**src/rtl/addsub_pkg.sv**
```systemverilog
// Shared types and constants for the bit-serial adder/subtractor.
// Imported by serial_addsub and its full-adder cell.
package addsub_pkg;

  typedef enum logic [1:0] {IDLE, RUN, DONE} addsub_state_t;

  localparam logic MODE_ADD = 1'b0;
  localparam logic MODE_SUB = 1'b1;

endpackage

```
**src/rtl/full_adder_bit.sv**
```systemverilog
// Combinational one-bit full-adder cell.
// Zero latency; no flow control.
module full_adder_bit
  import addsub_pkg::*;
(
  input  logic A,
  input  logic B,
  input  logic Cin,
  output logic S,
  output logic Cout
);

  assign S    = A ^ B ^ Cin;
  assign Cout = (A & B) | (A & Cin) | (B & Cin);

endmodule

```
**src/rtl/serial_addsub.sv**
```systemverilog
// Bit-serial add/subtract: one full-adder cell reused over WIDTH cycles, LSB first.
// Result latency WIDTH cycles from accepted start; start is ignored while busy.
module serial_addsub
  import addsub_pkg::*;
#(
  parameter int WIDTH = 8
) (
  input  logic             clk,
  input  logic             reset,
  input  logic             start,
  input  logic             Sub,
  input  logic [WIDTH-1:0] A,
  input  logic [WIDTH-1:0] B,
  input  logic             Cin,
  output logic             busy,
  output logic             done,
  output logic [WIDTH-1:0] S,
  output logic             Cout,
  output logic             Ovf
);

  localparam int CNT_W = (WIDTH > 1) ? $clog2(WIDTH) : 1;

  addsub_state_t    r_state;
  addsub_state_t    w_state_nxt;
  logic [WIDTH-1:0] r_a;
  logic [WIDTH-1:0] r_b;
  logic [WIDTH-1:0] r_acc;
  logic [WIDTH-1:0] r_s;
  logic [CNT_W-1:0] r_cnt;
  logic             r_carry;
  logic             r_cout;
  logic             r_ovf;
  logic             w_sum;
  logic             w_carry;
  logic             w_inv;
  logic             w_accept;
  logic             w_last;
  logic [WIDTH-1:0] w_acc_nxt;

  full_adder_bit u_fa (
    .A    (r_a[0]),
    .B    (r_b[0]),
    .Cin  (r_carry),
    .S    (w_sum),
    .Cout (w_carry)
  );

  // Subtraction is A + ~B + ~Cin, so the borrow-in becomes an inverted carry-in.
  assign w_inv     = (Sub == MODE_SUB);
  assign w_accept  = start && (r_state != RUN);
  assign w_last    = (r_state == RUN) && (r_cnt == CNT_W'(WIDTH - 1));
  assign w_acc_nxt = {w_sum, r_acc[WIDTH-1:1]};

  always_comb begin
    w_state_nxt = r_state;
    case (r_state)
      IDLE:    if (start)  w_state_nxt = RUN;
      RUN:     if (w_last) w_state_nxt = DONE;
      DONE:    w_state_nxt = start ? RUN : IDLE;
      default: w_state_nxt = IDLE;
    endcase
  end

  always_ff @(posedge clk) begin
    if (reset) begin
      r_state <= IDLE;
      r_a     <= '0;
      r_b     <= '0;
      r_acc   <= '0;
      r_s     <= '0;
      r_cnt   <= '0;
      r_carry <= 1'b0;
      r_cout  <= 1'b0;
      r_ovf   <= 1'b0;
    end else begin
      r_state <= w_state_nxt;
      if (w_accept) begin
        r_a     <= A;
        r_b     <= B ^ {WIDTH{w_inv}};
        r_carry <= Cin ^ w_inv;
        r_cnt   <= '0;
        r_acc   <= '0;
      end else if (r_state == RUN) begin
        r_acc   <= w_acc_nxt;
        r_carry <= w_carry;
        r_a     <= r_a >> 1;
        r_b     <= r_b >> 1;
        r_cnt   <= r_cnt + CNT_W'(1);
        // On the MSB step r_carry is the carry into the MSB.
        if (w_last) begin
          r_s    <= w_acc_nxt;
          r_cout <= w_carry;
          r_ovf  <= r_carry ^ w_carry;
        end
      end
    end
  end

  assign busy = (r_state == RUN);
  assign done = (r_state == DONE);
  assign S    = r_s;
  assign Cout = r_cout;
  assign Ovf  = r_ovf;

endmodule

```
**config.mk**
```make
export PLATFORM = sky130hd
export DESIGN_NAME = serial_addsub
export DESIGN_NICKNAME = d
export VERILOG_FILES = /design/src/rtl/addsub_pkg.sv /design/src/rtl/full_adder_bit.sv /design/src/rtl/serial_addsub.sv
export SDC_FILE = /design/constraint.sdc
export NUM_CORES = 1
export LEC_CHECK = 0
export ABC_AREA = 1
export CORE_ASPECT_RATIO = 2
export CORE_MARGIN = 10
export CORE_UTILIZATION = 30
export CTS_CLUSTER_SIZE = 12
export DETAILED_ROUTE_END_ITERATION = 8
export SLEW_MARGIN = 20
export SYNTH_ARGS = -nofsm -noshare
export SYNTH_HDL_FRONTEND = slang
export SYNTH_HIERARCHICAL = 1
export SYNTH_SLANG_ARGS = --single-unit
```
**constraint.sdc**
```tcl
create_clock -name clk -period 1.4 [get_ports clk]
set_input_delay 0.14 -clock clk [delete_from_list [all_inputs] [get_ports clk]]
set_output_delay 0.14 -clock clk [all_outputs]
set_load 0.01 [all_outputs]
```
==> metrics.txt <==
status finished clean; Worst setup EP type output port; syn avg cell area between 7 and 8 um2; Slew @ Worst Pin 0.461 ns; vias in the first global route between 1500 and 2000; ant diodes 0; fin crit share 93.7%; H-tree levels 2; Post-synth ARST share 0%; final core occ between 40% and 50%; IO Port Bufs 32; Yosys cell types 21; most frequently used flop master after synthesis dfxtp_1; final WL between 3000 and 4000 um; fraction of final layout cells sized beyond drive strength 1 a little under a tenth; post-synthesis sequential area ratio 45.7%; post-layout min period 1.31 ns; DRT iter0 DRCs between 70 and 80; Post-synth EDFFs 0; die width between 70 and 80 um; cell area after layout approximately 2300 um2; CTS tree done; critical path arrival 1.17 ns; worst-skew pair later-pin latency between 0.2 and 0.3 ns; routed via count between 1500 and 2000; CP bufs+invs 1; Yosys warnings 6; number of CTS-inserted buffers 5; Lkg Pwr just over 1 nW; Routability Congestion a little under 0.8; cell area after placement 2130 um2; Slew HR between 60% and 70%; setup TNS 0 ns; largest cells by area after synthesis dfxtp_1, nand2_1, nand3_1, nor2_1, xnor2_1; Worst path max stage delay roughly 0.54 ns; first-pass GRT wire length about 6700 um; Mapped Area about 1700 um2; area leader, netlist dfxtp_1; Hold Fails Final Rpt 0; die height 127 um; most frequent cells after synthesis nand2_1, dfxtp_1, nand3_1, nor2_1; clk_skew 0.00767 ns; router iterations before antenna repair 4; Yosys reg bits 39; critical hold path startpoint A[7]; Die ar. a little over 9000 um2; GRT Util Overall under 10%; initial antenna violation count 0; CP Cell Sequence clkdlybuf4s50_1; row count 38; Critical path origin Cout$_SDFFE_PP0P_; HP Class input pin to flip-flop; Peak VDD IR 921 uV; Place WS ~0.017 ns; Req. time, crit path around 1.3 ns; DRT antenna net count 0; max-cap violations 0; proportion of netlist area held by the largest area contributor 45.7%; Startpoint Class flip-flop; unrepaired setup endpoints after global routing false; Area Growth Syn to Fin 31.8%; Critical Path Fanout Max 2; Max Root-Sink Buffers 2; Setup CP Type flip-flop to output port; largest net degree at the start of global routing 27; nets between 200 and 300; Syn Inst Count 236; DR WL/cell about 12 um; Clk pin slew, worst setup/hold paths about 0.080 ns; Via density between 4 and 5; post-DP HPWL between 2000 and 3000 um; worst setup margin between 0.08 and 0.09 ns; clock sinks 39; Fmax achieved between 700 and 800 MHz; Synthesized Nets 260; Post-route DRC 0; Crit path max-delay family buffers and inverters; Slowest-stage cell, CP clkdlybuf4s50_1; top-count cell post-synth nand2_1; worst r2r src r_cnt[0]$_SDFFE_PP0N_; PD cells about 1100 nW/um2; starting density of the core approximately 31%; Core Region around 5500 um2; I/O pin total 33; final count of negative-setup-slack endpoints 0; global route overflow 0; Root Buffer clkbuf_8; Final Max Slew Viols 0
[worst reg2reg max path: stages (launching register included)]
cell     delay, ns
dfxtp_1       0.33
ha_1          0.20
ha_1          0.17
inv_1         0.10
nor2_4        0.06
nand2_1       0.10
inv_4         0.07
buf_4         0.13
[where the power goes]
part | switching, mW | total [mW] | internal [mW]
Clock | 0.402 | 0.932 | 0.530
Combinational | 0.164 | 0.312 | 0.148
Sequential | 0.0237 | 1.17 | 1.15
Total | 0.590 | 2.42 | 1.83
[area by class of cell]
| class | count | area (um2) |
|---|---|---|
| fillers | 551 | 3210 |
| multi-input cells | 172 | 821 |
| flip-flops and latches | 39 | 781 |
| repair buffers | 42 | 405 |
| well taps | 60 | 75.1 |
| clock buffers | 5 | 68.8 |
| inverters | 15 | 58.8 |
| clock inverters | 3 | 43.8 |
[cells in the final DEF, fill, tap and decap left out]
cell type	n
nand2_1	71
dfxtp_1	39
nand3_1	37
nor2_1	31
clkdlybuf4s50_1	30
inv_1	12
a21oi_1	12
buf_4	9
xnor2_1	8
clkbuf_8	5
nand2_2	3
xor2_1	3
nor2_4	2
o21ai_0	2
ha_1	2
dlygate4sd2_1	2
clkinv_1	1
inv_4	1
inv_2	1
clkinv_2	1
clkinv_4	1
bufinv_16	1
buf_12	1
fa_1	1
[layer usage]
layer / share of wire, % / GRT usage (%) / vias to the layer above
met3: 5.9 / 3.12 / 7
met5: 0 / 0 / -
li1: - / - / 818
met1: 40 / 8.56 / 692
met2: 51 / 15.4 / 31
met4: 2.8 / 4.74 / 0
[state kept, by name (all words and copies together) (netlist names)]
register	flops
r_carry	1
r_cnt	3
r_acc	7
r_a	8
r_state	2
Ovf	1
S	8
r_b	8
Cout	1
[kinds of logic (layout without fill, tap and decap cells)]
family | count (synthesis) | after routing | synth area share [%]
AO/OA/AOI/OAI | 14 | 14 | 4.10
XOR/XNOR | 11 | 11 | 5.64
adder cells (fa/ha/maj) | 3 | 3 | 2.64
buffers and inverters | 25 | 65 | 6.59
flip-flops | 39 | 39 | 45.7
AND/OR/NAND/NOR | 144 | 144 | 35.4
[through the flow]
stage	cells	hold WS [ns]	power, mW
6_report	336	0.405	2.42
4_1_cts	335	0.394	2.45
5_1_grt	336	0.417	2.53
3_5_place_dp	327	0.456	1.52
2_1_floorplan	236	0.209	1.39
3_3_place_gp	327	0.449	1.51
[path summary, 6_finish.rpt]
path	endpoint	slack, ns	cells past startpoint
worst max register to register	r_state[1]$_SDFFE_PP0P_	0.12	7
worst min-delay path	r_a[7]$_SDFFE_PP0P_	0.41	3
worst max-delay path	Cout	0.09	1
worst min register to register	S[6]$_SDFFE_PP0P_	0.46	2
[what timing repair did]
action                                  4_1_cts  5_1_grt
gates cloned                                  0        0
endpoints found under the setup margin        2       10
hold buffers                                  0        0
pin swaps                                     0        0
resized for setup                             2        2
setup buffers                                 0        1
Power figures use the tool's default switching activity.
